--- src/rtl/shift_seq_unit.sv ---
// Multi-cycle shift/rotate unit: loads an operand, then applies one single-bit
// SLL/SRL/SRA/ROR step per clock for a latched number of steps, with a busy/done handshake.

// One bit position of the step network: SLL takes the lower neighbour, all
// right-moving modes take the upper neighbour (fill chosen by the parent).
module shift_seq_lane (
  input  logic [1:0] mode,
  input  logic       from_lo,
  input  logic       from_hi,
  output logic       q
);
  assign q = (mode == 2'b00) ? from_lo : from_hi;
endmodule

module shift_seq_unit #(
  parameter int WIDTH = 4,
  parameter int AMT_W = 3
) (
  input  logic             clk,
  input  logic             rst,
  input  logic             start,
  input  logic             abort,
  input  logic [1:0]       mode,
  input  logic [AMT_W-1:0] amt,
  input  logic [WIDTH-1:0] a,
  output logic [WIDTH-1:0] y,
  output logic             busy,
  output logic             done
);

  typedef enum logic [1:0] {IDLE = 2'd0, SHIFT = 2'd1, DONE = 2'd2} state_t;

  typedef struct packed {
    logic [1:0]       mode;
    logic [AMT_W-1:0] amt;
    logic [WIDTH-1:0] a;
  } req_t;

  state_t           state, state_d;
  logic [WIDTH-1:0] y_d;
  logic [AMT_W-1:0] cnt, cnt_d;
  logic [1:0]       mode_q, mode_d;
  req_t             req;

  logic [WIDTH-1:0] lo_nb, hi_nb, y_step;
  logic             fill;

  assign req = '{mode: mode, amt: amt, a: a};

  // Bit shifted into the MSB for the right-moving modes.
  always_comb begin
    fill = 1'b0;
    case (mode_q)
      2'b10:   fill = y[WIDTH-1];
      2'b11:   fill = y[0];
      default: fill = 1'b0;
    endcase
  end

  for (genvar i = 0; i < WIDTH; i++) begin : g_lane
    if (i == 0) begin : g_lo0
      assign lo_nb[i] = 1'b0;
    end else begin : g_lon
      assign lo_nb[i] = y[i-1];
    end
    if (i == WIDTH-1) begin : g_hitop
      assign hi_nb[i] = fill;
    end else begin : g_hin
      assign hi_nb[i] = y[i+1];
    end
    shift_seq_lane u_lane (
      .mode    (mode_q),
      .from_lo (lo_nb[i]),
      .from_hi (hi_nb[i]),
      .q       (y_step[i])
    );
  end

  always_ff @(posedge clk or negedge rst) begin
    if (!rst) begin
      state  <= IDLE;
      y      <= '0;
      cnt    <= '0;
      mode_q <= 2'b00;
    end else begin
      state  <= state_d;
      y      <= y_d;
      cnt    <= cnt_d;
      mode_q <= mode_d;
    end
  end

  // DONE behaves like IDLE for start so back-to-back ops need no bubble.
  always_comb begin
    state_d = state;
    y_d     = y;
    cnt_d   = cnt;
    mode_d  = mode_q;
    case (state)
      IDLE, DONE: begin
        state_d = IDLE;
        if (start) begin
          y_d     = req.a;
          cnt_d   = req.amt;
          mode_d  = req.mode;
          state_d = (req.amt != '0) ? SHIFT : DONE;
        end
      end
      SHIFT: begin
        if (abort) begin
          state_d = IDLE;
        end else begin
          y_d   = y_step;
          cnt_d = cnt - AMT_W'(1);
          if (cnt == AMT_W'(1)) state_d = DONE;
        end
      end
      default: state_d = IDLE;
    endcase
  end

  assign busy = (state == SHIFT);
  assign done = (state == DONE);

endmodule

--- config.mk ---
export PLATFORM = sky130hd
export DESIGN_NAME = shift_seq_unit
export DESIGN_NICKNAME = d
export VERILOG_FILES = /design/src/rtl/shift_seq_unit.sv
export SDC_FILE = /design/constraint.sdc
export NUM_CORES = 1
export LEC_CHECK = 0
export CORE_UTILIZATION = 48
export DETAILED_ROUTE_END_ITERATION = 6
export PLACE_DENSITY = 0.87
export SYNTH_ARGS = -nofsm -noshare
export SYNTH_HDL_FRONTEND = slang
export SYNTH_SLANG_ARGS = --single-unit
--- constraint.sdc ---
create_clock -name clk -period 2.4 [get_ports clk]
set_input_delay 0.48 -clock clk [delete_from_list [all_inputs] [get_ports clk]]
set_output_delay 0.48 -clock clk [all_outputs]
set_load 0.05 [all_outputs]
# After elaboration in Yosys (flattened, before gate mapping)

Index checks and enable logic that the tools add are counted.
W data, S select, Z words.

Register bits after elaboration: 11
Bits in latches: 0
Bits in writable memories: 0
Bits in read-only memories: 0
Input bits: 13
Output and inout port bits: 6
Logic and storage cells: 39
Memories kept: 0

Add/subtract/negate cells: 1
Multipliers: 0
Divide/modulo/power cells: 0
Magnitude comparators: 0
Equality and inequality tests: 9
Shift-type cells: 0
Mux-type cells: 16
Bitwise logic cells: 0
Reduce and logical (&&, ||, !) cells: 8

Operator list:

| operator              | number |
|---|---|
| $mux W2               | 4 |
| $mux W4               | 2 |
| $pmux W4 S2           | 1 |
| $eq A2 B2 Y1 const B  | 3 |
| $mux W3               | 2 |
| $ne A3 B2 Y1 const B  | 2 |
| $pmux W3 S2           | 1 |
| $logic_not A2 Y1      | 2 |
| $mux W1               | 4 |
| $ne A2 B2 Y1 const B  | 2 |
| $pmux W2 S2           | 1 |
| $reduce_and A4 Y1     | 1 |
| $eq A3 B1 Y1 const B  | 1 |
| $reduce_and A3 Y1     | 1 |
| $reduce_bool A3 Y1    | 1 |
| $sub A3 B1 Y3 const B | 1 |
| $eq A2 B1 Y1 const B  | 1 |
| $pmux W1 S2           | 1 |
| $reduce_and A2 Y1     | 1 |
| $reduce_bool A2 Y1    | 1 |
| $reduce_or A2 Y1      | 1 |

# Depth between registers and ports, before layout

Gate-level depths: netlist of run 1.

Depth after elaboration: 5
Gate-level depth with buffers: 5

# Cells and area by module

From an unflattened synthesis of run 1, not the netlist that was laid out.

Cells, all modules: 60
Area total of the unflattened synthesis: 673.1 um^2

By module, submodules not included:

| module         | times used | cells an instance | area each (um^2) | seq. area each (um^2) |
|---|---|---|---|---|
| shift_seq_unit | 1          | 52                | 613.1            | 275.3 |
| shift_seq_lane | 4          | 2                 | 15.0             | 0.0 |

# Least setup slack after synthesis of run 1

OpenSTA, ideal clock, no wires.

Kind: flip-flop to flip-flop
Start point: register state[0]
End point: register y[3]
Library setup time: 0.139 ns
Arrival: 1.378 ns
Required time: 2.261 ns
Path slack: 0.883 ns
Stages on the path, launching flop included: 6
Cell sequence: dfrtp_1 nand2b_4 clkinv_1 o21bai_1 a32o_1 o21ai_0

RTL lines:

| element                                              | line | source |
|---|---|---|
| start, declared                                      | 39   | `state_t state, state_d;` |
| start signal, assigned                               | 86   | `state <= state_d;` |
| $eq A2 B1 Y1 *                                       | n/a  |  |
| via busy                                             | 27   | `output logic busy,` |
| $ne A3 B2 Y1 (no line), or another cell as far along | n/a  |  |
| $reduce_and A4 Y1 (no line)                          | n/a  |  |
| end signal, assigned                                 | 87   | `y <= y_d;` |
| end, declared                                        | 26   | `output logic [WIDTH-1:0] y,` |

Mark *: on every way through the listed nets, which the timed path passes. The rest lies on a longest branch.
A chain may end at the register's enable or synchronous reset.

# Worst setup path after layout of run 1

Start point: register state[0]
End point: output port done

Cells in the longest elaborated chain, start to end: 1

RTL lines:

| element       | line | source |
|---|---|---|
| $eq A2 B2 Y1  | 123  | `assign done = (state == DONE);` |
| end, declared | 28   | `output logic done` |

No other way between the ends.

==> impl_metrics.json, run 1 <==
{
  "status": "finished, final reports clean",
  "crit_end": "done",
  "cp_slowest_cell": "clkdlybuf4s50_1",
  "grt_pass1_vias": 526,
  "critical_path_depth": 2,
  "synthArstFlopShare": 1.00,
  "root_buffer": "clkbuf_4",
  "crit_path_start": "state[0]",
  "antenna_found_initial": 0,
  "rsz0062_at_grt": "false",
  "timing.hold.ws_ns": 0.527,
  "cts_made_buffers": 3,
  "die_h_um": 39.2,
  "start_util": 0.511,
  "power_density_mw_per_mm2": 1170,
  "fin_worst_skew_ns": 0.00247,
  "track_usage": 0.223,
  "yosys_register_bits": 11,
  "period_needed_ns": 2.16,
  "leakage_nw": 0.363,
  "syn_inst": 69,
  "rr_worst_depth": 5,
  "max-cap-violations": 0,
  "finalWeightedCongestion": 0.880,
  "worstMarginPinSlew_ns": 0.497,
  "drc": 0,
  "cp-end-kind": "output pin",
  "port_buffers": 18,
  "synth-edff-count": 0,
  "synth_nets": 84,
  "path_class": "reg2out",
  "num-fill-cells": 119,
  "yosys-top-cells-count": "dfrtp_1, nor2_1, o21ai_0, buf_4, nand2_1",
  "nets": 101,
  "grt_max_degree": 14,
  "coreArea_mm2": 0.00130,
  "cts_tree": "built",
  "num_vias": 563,
  "setup_viol": 0,
  "critPathLaunchType": "flop",
  "worst-r2r-setup-slack_ns": 1.02,
  "cpLargestDelayFamily": "buffers and inverters",
  "dp_slack_ns": 0.371,
  "grt_pass1_wl_um": 2210,
  "synth_most_common_cell": "dfrtp_1",
  "relSlewSlack": 0.668,
  "yosysTopAreaCell": "dfrtp_1",
  "clock_latency_ns": 0.27,
  "rows": 13,
  "io_pins": 19,
  "drt.antenna.violating_nets": 0,
  "syn_area_um2": 664,
  "synth_top_cells_by_area": "dfrtp_1, o21ai_0, buf_4, nor2_1, nand2b_4",
  "hpwl_um": 1040,
  "finalPower_w": 0.000989,
  "max_freq_mhz": 463,
  "drtIter0Drc": 11,
  "worstPathRequired_ns": 1.92,
  "fp.dieW_um": 39.2,
  "timing.rr.end": "y[3]",
  "grt_overflow": 0,
  "fin_setup_tns_ns": 0,
  "slew_viol_final": 0,
  "die-area_mm2": 0.00154,
  "viasPerCell": 5.63,
  "r2r-start": "state[0]",
  "area_delta_synth_final_pct": 27.3,
  "yosysWarnings": 0,
  "drt_pass1_iterations": 4,
  "wl_per_cell_um": 13.9,
  "cts.path.max_buffers": 2,
  "period_share": 0.899,
  "clkTransAtPathRegs_ns": 0.07,
  "slowest_delay_ns": 0.79,
  "setup_ws_ns": 0.242,
  "synth_top_cell_area_share": 0.414,
  "synth_flop_cell": "dfrtp_1",
  "cts.sinks": 11,
  "routed_wl_um": 1390,
  "drive_gt1_frac": 0.0941,
  "arrival_ns": 1.68,
  "htreeDepth": 1,
  "path_max_fanout": 4,
  "hold_viol": 0,
  "cp_cell_sequence": "and2b_1 -> clkdlybuf4s50_1",
  "antenna_cells": 0,
  "hp-class": "reg2reg",
  "syn_area_per_cell_um2": 9.63,
  "synth_cell_types": 31,
  "crit_buf_inv": 1,
  "irDropWorstVdd_mv": 0.613,
  "synth_seq_area_share": 0.414
}
[metal layers]
metal	routed length, um	track usage	part of all wire	vias to the layer above
met5	0	0	0	-
met4	36	0.129	0.026	0
met3	69	0.0347	0.049	4
met2	694	0.367	0.50	19
met1	594	0.271	0.43	261
li1	-	-	-	279
[state kept, by name (all words and copies together) (netlist names)]
name,cells
cnt,3
mode_q,2
state,2
y,4
[worst register-to-register path, stage by stage, from the launching register on]
cell and delay [ns]:
dfrtp_1 0.42, nand2b_4 0.17, clkinv_1 0.24, o21bai_1 0.20, a32o_1 0.15, o21ai_0 0.08
[cell usage in the layout (no fill, tap or decap), types with 2 or more instances in the layout]
| master | instances |
|---|---|
| mux2_2 | 2 |
| inv_1 | 3 |
| clkdlybuf4s50_1 | 17 |
| ha_1 | 2 |
| dfrtp_1 | 11 |
| nand2_1 | 4 |
| nand2b_4 | 2 |
| a21o_1 | 2 |
| a21oi_1 | 3 |
| a311oi_1 | 2 |
| o21ai_0 | 7 |
| clkbuf_4 | 3 |
| nor2_1 | 8 |
[metrics by stage]
step | instance area (um2) | cells | util
floorplan | 664 | 69 | -
global placement | 817 | 96 | 0.628
detailed placement | 817 | 96 | 0.628
CTS | 843 | 100 | 0.648
global route | 846 | 100 | 0.650
finish | 846 | 100 | 0.650
[layout make-up]
type                    count  area (um2)  share of cell area
repair buffers             18         183               0.216
clock buffers               4        26.3              0.0311
flip-flops and latches     11         275               0.325
multi-input cells          48         328               0.388
inverters                   4        15.0              0.0178
well taps                  15        18.8              0.0222
[where the power goes]
group,internal (W),total (W),switching (W)
logic,0.000210,0.000526,0.000316
registers,0.000262,0.000337,0.0000743
clock network,0.0000644,0.000126,0.0000614
total,0.000537,0.000989,0.000452
[logic make-up after synthesis]
| kind of cell | Yosys count | synth area share |
|---|---|---|
| AND/OR/NAND/NOR | 22 | 0.186 |
| flip-flops | 11 | 0.414 |
| multiplexers | 2 | 0.0339 |
| adder cells (fa/ha/maj) | 2 | 0.0377 |
| buffers and inverters | 10 | 0.0923 |
| AO/OA/AOI/OAI | 22 | 0.235 |
[timing repair]
action | 4_1_cts | 5_1_grt
endpoints found under the setup margin | 0 | 1
setup buffers | 0 | 0
gates resized for setup | 0 | 1
hold buffers | 0 | 0
[how the worst min path moves through the flow]
stage / cells after the start / endpoint / start
after floorplan: 0 / cnt[0] / rst
after global placement: 1 / state[1] / cnt[2]
after detailed placement: 1 / state[1] / cnt[2]
after CTS: 1 / state[1] / cnt[2]
after global routing: 1 / state[1] / cnt[2]
final: 1 / state[1] / cnt[2]
Power figures use the tool's default switching activity.
==> inputs of run 2 (changes only) <==
--- a/config.mk
+++ b/config.mk
@@ -8,6 +8,8 @@
 export CORE_UTILIZATION = 48
 export DETAILED_ROUTE_END_ITERATION = 6
 export PLACE_DENSITY = 0.87
+export RECOVER_POWER = 100
 export SYNTH_ARGS = -nofsm -noshare
 export SYNTH_HDL_FRONTEND = slang
 export SYNTH_SLANG_ARGS = --single-unit
+export TNS_END_PERCENT = 30
==> impl_metrics.json, run 2 (synthesis results as in run 1) <==
{
  "relSlewSlack": 0.611,
  "post_cts_buffers": 0,
  "cts_resized": 0,
  "clock_latency_ns": 0.27,
  "drt_pass1_iterations": 4,
  "slew_viol_final": 0,
  "slowest_delay_ns": 0.86,
  "cts_made_buffers": 3,
  "holdPathStages": 1,
  "clkTransAtPathRegs_ns": 0.07,
  "max-cap-violations": 0,
  "p_seq_frac": 0.351,
  "period_share": 0.924,
  "cp_cell_sequence": "and2b_1 -> dlygate4sd3_1",
  "coreArea_mm2": 0.00130,
  "min-delay-start": "cnt[2]",
  "grt_pass1_wl_um": 2210,
  "cp_slowest_cell": "dlygate4sd3_1",
  "htreeDepth": 1,
  "critPathLaunchType": "flop",
  "rr_worst_depth": 4,
  "root_buffer": "clkbuf_4",
  "grt_overflow": 0,
  "setup_viol": 0,
  "wl_per_cell_um": 13.7,
  "rows": 13,
  "cpLargestDelayFamily": "buffers and inverters",
  "combPwrFrac": 0.518,
  "start_util": 0.511,
  "worstHoldEndpoint": "state[1]",
  "cts.path.max_buffers": 2,
  "hp-class": "reg2reg",
  "cts_tree": "built",
  "grt_max_degree": 14,
  "finalWeightedCongestion": 0.880,
  "port_buffers": 18,
  "layout_common_cells": "dfrtp_1, clkdlybuf4s50_1, nor2_1, dlygate4sd3_1, o21ai_0",
  "largest_reg_flops": 4,
  "crit_buf_inv": 1,
  "power_frac_clock": 0.132,
  "cts.sinks": 11,
  "drtIter0Drc": 12,
  "arrival_ns": 1.74,
  "nets": 101,
  "p_sw_frac": 0.468,
  "irDropWorstVdd_mv": 0.609,
  "timing.hold.ws_ns": 0.522,
  "antenna_cells": 0,
  "final_common_cell": "dfrtp_1",
  "switching_power_w": 0.000447,
  "rsz0062_at_grt": "false",
  "reg.largest.list": "y (4), cnt (3)",
  "regMostFlops": "y",
  "fin_worst_skew_ns": 0.00162,
  "cts_hold_buf": 0,
  "area_delta_synth_final_pct": 23.7,
  "drc": 0,
  "track_usage": 0.223,
  "worstPathRequired_ns": 1.92,
  "num_vias": 581,
  "hpwl_um": 1040,
  "fin_setup_tns_ns": 0,
  "leakage_nw": 0.351,
  "viasPerCell": 5.81,
  "antenna_found_initial": 0,
  "period_needed_ns": 2.22,
  "routed_wl_um": 1370,
  "path_class": "reg2out",
  "r2r-start": "state[0]",
  "status": "finished, final reports clean",
  "hold_viol": 0,
  "grt_pass1_vias": 526,
  "fp.dieW_um": 39.2,
  "io_pins": 19,
  "die-area_mm2": 0.00154,
  "internal-power_w": 0.000507,
  "worst-r2r-setup-slack_ns": 0.87,
  "drt.antenna.violating_nets": 0,
  "path_max_fanout": 4,
  "num-fill-cells": 122,
  "cp-end-kind": "output pin",
  "drive_gt1_frac": 0.0706,
  "die_h_um": 39.2,
  "power_density_mw_per_mm2": 1160,
  "max_freq_mhz": 451,
  "worstMarginPinSlew_ns": 0.585,
  "timing.rr.end": "cnt[0]"
}
## run 2: cell types whose count changed in the layout (fill, tap and decap cells not counted), sizes merged
cell / previous run / this run
clkdlybuf4s50: 17 / 9
dlygate4sd3: 0 / 8
clkbuf: 4 / 5
dlymetal6s2s: 1 / 0
## run 2: worst register-to-register path, stage by stage (launching register included)
cell,delay [ns]
dfrtp_1,0.42
nand2b_1,0.27
o21a_1,0.30
or3_1,0.38
o21ai_0,0.08
## run 2: power groups by stage
stage	registers, W	logic, W	clock network, W
after floorplan	0.000318	0.000439	0
after global placement	0.000334	0.000510	0
after detailed placement	0.000340	0.000523	0
after CTS	0.000336	0.000527	0.000129
after global routing	0.000348	0.000537	0.000138
final	0.000335	0.000494	0.000126
## run 2: layer usage
layer  wire (um)  global-route usage
met5           0                   0
met4          30               0.129
met3          55              0.0347
met2         693               0.367
met1         592               0.271
## run 2: metrics by stage
step | utilization | setup WS (ns) | total power [W] | area [um2] | cells
finish | 0.632 | 0.183 | 0.000954 | 822 | 100
global route | 0.632 | 0.128 | 0.00102 | 822 | 100
CTS | 0.648 | 0.0528 | 0.000992 | 843 | 100
detailed placement | 0.628 | 0.371 | 0.000864 | 817 | 96
global placement | 0.628 | 0.400 | 0.000844 | 817 | 96
floorplan | - | 0.883 | 0.000757 | 664 | 69
## run 2: how the worst max path moves through the flow
stage                  start   end  slack, ns  cells after the start
floorplan           state[0]  y[3]       0.88                      5
global placement    state[1]  busy       0.40                      3
detailed placement  state[0]  busy       0.37                      3
CTS                 state[0]  busy       0.05                      3
global route        state[0]  done       0.13                      2
finish              state[0]  done       0.18                      2
## run 2: final cells by class
class,count,area (um2),area share
clock buffers,4,26.3,0.0320
flip-flops and latches,11,275,0.335
repair buffers,18,174,0.212
inverters,4,15.0,0.0183
well taps,15,18.8,0.0228
multi-input cells,48,313,0.381
==> inputs of run 3 (changes only) <==
--- a/config.mk
+++ b/config.mk
@@ -5,10 +5,12 @@
 export SDC_FILE = /design/constraint.sdc
 export NUM_CORES = 1
 export LEC_CHECK = 0
-export CORE_UTILIZATION = 48
+export ABC_AREA = 1
+export CORE_UTILIZATION = 49
 export DETAILED_ROUTE_END_ITERATION = 6
-export PLACE_DENSITY = 0.87
+export PLACE_DENSITY = 0.88
 export RECOVER_POWER = 100
+export SLEW_MARGIN = 20
 export SYNTH_ARGS = -nofsm -noshare
 export SYNTH_HDL_FRONTEND = slang
 export SYNTH_SLANG_ARGS = --single-unit
==> impl_metrics.json, run 3 <==
{
  "htreeDepth": 1,
  "max_freq_mhz": 442,
  "arrival_ns": 1.78,
  "cts.path.max_buffers": 2,
  "largest_reg_flops": 4,
  "drive_gt1_frac": 0.0531,
  "rsz0062_at_grt": "false",
  "track_usage": 0.204,
  "met2_usage": 0.344,
  "worstPathRequired_ns": 1.92,
  "drc": 0,
  "final_util": 0.662,
  "worst-r2r-setup-slack_ns": 1.10,
  "path_max_fanout": 10,
  "viasPerCell": 4.88,
  "cts.sinks": 11,
  "timing.rr.end": "y[1]",
  "synth_most_common_cell": "nand2_1",
  "placed_area_um2": 846,
  "hold_viol": 0,
  "drt.antenna.violating_nets": 0,
  "rr_worst_depth": 6,
  "use_met1": 0.246,
  "period_needed_ns": 2.26,
  "antenna_cells": 0,
  "path_class": "reg2out",
  "cts_resized": 0,
  "status": "finished, final reports clean",
  "worstMarginPinSlew_ns": 0.504,
  "drtIter0Drc": 12,
  "synthArstFlopShare": 1.00,
  "fin_setup_tns_ns": 0,
  "grt_overflow": 0,
  "crit_path_start": "state[0]",
  "die_h_um": 39.5,
  "slew_viol_final": 0,
  "nets": 129,
  "syn_area_um2": 688,
  "grtUsageMet3": 0.0341,
  "num_vias": 624,
  "grt_pass1_wl_um": 2100,
  "coreArea_mm2": 0.00130,
  "layout_common_cells": "nand2_1, inv_1, dfrtp_1, nand3_1, clkdlybuf4s50_1",
  "max-cap-violations": 0,
  "grt_pass1_vias": 546,
  "grt_max_degree": 13,
  "yosys-top-cells-count": "nand2_1, inv_1, dfrtp_1, nand3_1, nor2_1",
  "rows": 13,
  "power_density_mw_per_mm2": 1160,
  "irDropWorstVdd_mv": 0.467,
  "setup_viol": 0,
  "synth_cell_types": 15,
  "final_common_cell": "nand2_1",
  "fp.dieW_um": 39.5,
  "num-fill-cells": 112,
  "routed_wl_um": 1290,
  "cts_tree": "built",
  "die-area_mm2": 0.00156,
  "root_buffer": "clkbuf_4",
  "syn_area_per_cell_um2": 7.17,
  "area_delta_synth_final_pct": 25.1,
  "clock_latency_ns": 0.26,
  "start_util": 0.529,
  "synth_top_cells_by_area": "dfrtp_1, nand2_1, nand3_1, inv_1, nor2_1",
  "min-delay-start": "y[3]",
  "r2r-start": "state[0]",
  "cts_hold_buf": 0,
  "yosysWarnings": 0,
  "synth_nets": 111,
  "reg.largest.list": "y (4), cnt (3)",
  "hp-class": "reg2reg",
  "synth_flop_cell": "dfrtp_1",
  "crit_end": "busy",
  "port_buffers": 18,
  "period_share": 0.943,
  "regMostFlops": "y",
  "synth-edff-count": 0,
  "synth_top_cell_area_share": 0.400,
  "leakage_nw": 0.446,
  "post_cts_buffers": 0,
  "yosysTopAreaCell": "dfrtp_1",
  "yosys_register_bits": 11,
  "syn_inst": 96,
  "drt_pass1_iterations": 4,
  "critPathLaunchType": "flop",
  "cts_made_buffers": 3,
  "synth_seq_area_share": 0.400,
  "clkTransAtPathRegs_ns": 0.07,
  "relSlewSlack": 0.663,
  "wl_per_cell_um": 10.1,
  "final_area_um2": 861,
  "io_pins": 19,
  "antenna_found_initial": 0,
  "finalWeightedCongestion": 0.763,
  "hpwl_um": 997,
  "grt.busiest_layer": "met2",
  "cp-end-kind": "output pin",
  "fin_worst_skew_ns": 0.000732
}
-- run 3: changes by cell type after synthesis, moves of 2 or more --
cell      previous run  this run
o21ai_0              7         4
mux2_2               2         0
nand3_1              1        10
or2_2                0         2
inv_1                3        12
a21oi_1              3         0
nand2b_4             2         0
o21ai_2              0         3
a21o_1               2         0
a311oi_1             2         0
nand2_1              4        34
-- run 3: area by class of cell --
class | instances | area, um2 | share of cell area
Multi-Input combinational cell | 67 | 312 | 0.362
Sequential cell | 11 | 275 | 0.320
Timing Repair Buffer | 18 | 180 | 0.209
Inverter | 13 | 48.8 | 0.0567
Clock buffer | 4 | 26.3 | 0.0305
Tap cell | 15 | 18.8 | 0.0218
-- run 3: metrics by stage --
step           std cells  total power (W)  hold WS [ns]  setup slack (ns)
2_1_floorplan         96         0.000805         0.184             0.833
3_5_place_dp         124         0.000913         0.527             0.443
6_report             128         0.000998         0.542             0.138
4_1_cts              128          0.00104         0.546             0.153
3_3_place_gp         124         0.000898         0.516             0.483
5_1_grt              128          0.00107         0.561            0.0740
-- run 3: how the worst min path moves through the flow --
stage / depth (start not counted) / slack [ns] / end
floorplan: 0 / 0.18 / cnt[0]
global placement: 2 / 0.52 / cnt[2]
detailed placement: 2 / 0.53 / cnt[2]
CTS: 2 / 0.55 / cnt[2]
global route: 2 / 0.56 / y[3]
finish: 2 / 0.54 / y[3]
-- run 3: worst max-delay path, cell delays in order, from the launching register on --
cell and delay [ns]:
dfrtp_1 0.38, inv_1 0.09, nor2_4 0.20, clkdlybuf4s50_1 0.84
-- run 3: metal layers --
metal / routed length (um) / vias up
met1: 609 / 283
met4: 12 / 0
met3: 46 / 2
met5: 0 / -
met2: 620 / 11
li1: - / 328
-- run 3: cell families (layout without fill, tap and decap cells) --
kind of cell             Yosys count  in the layout  synth area share
XOR/XNOR                           1              1            0.0127
AND/OR/NAND/NOR                   56             56             0.342
flip-flops                        11             11             0.400
adder cells (fa/ha/maj)            2              2            0.0364
AO/OA/AOI/OAI                      8              8            0.0782
buffers and inverters             18             35             0.131
-- run 3: report_power, final --
| part | switching (W) | internal (W) | total [W] |
|---|---|---|---|
| Clock | 0.0000645 | 0.0000642 | 0.000129 |
| Combinational | 0.000356 | 0.000185 | 0.000541 |
| Sequential | 0.0000647 | 0.000263 | 0.000328 |
| Total | 0.000486 | 0.000512 | 0.000998 |
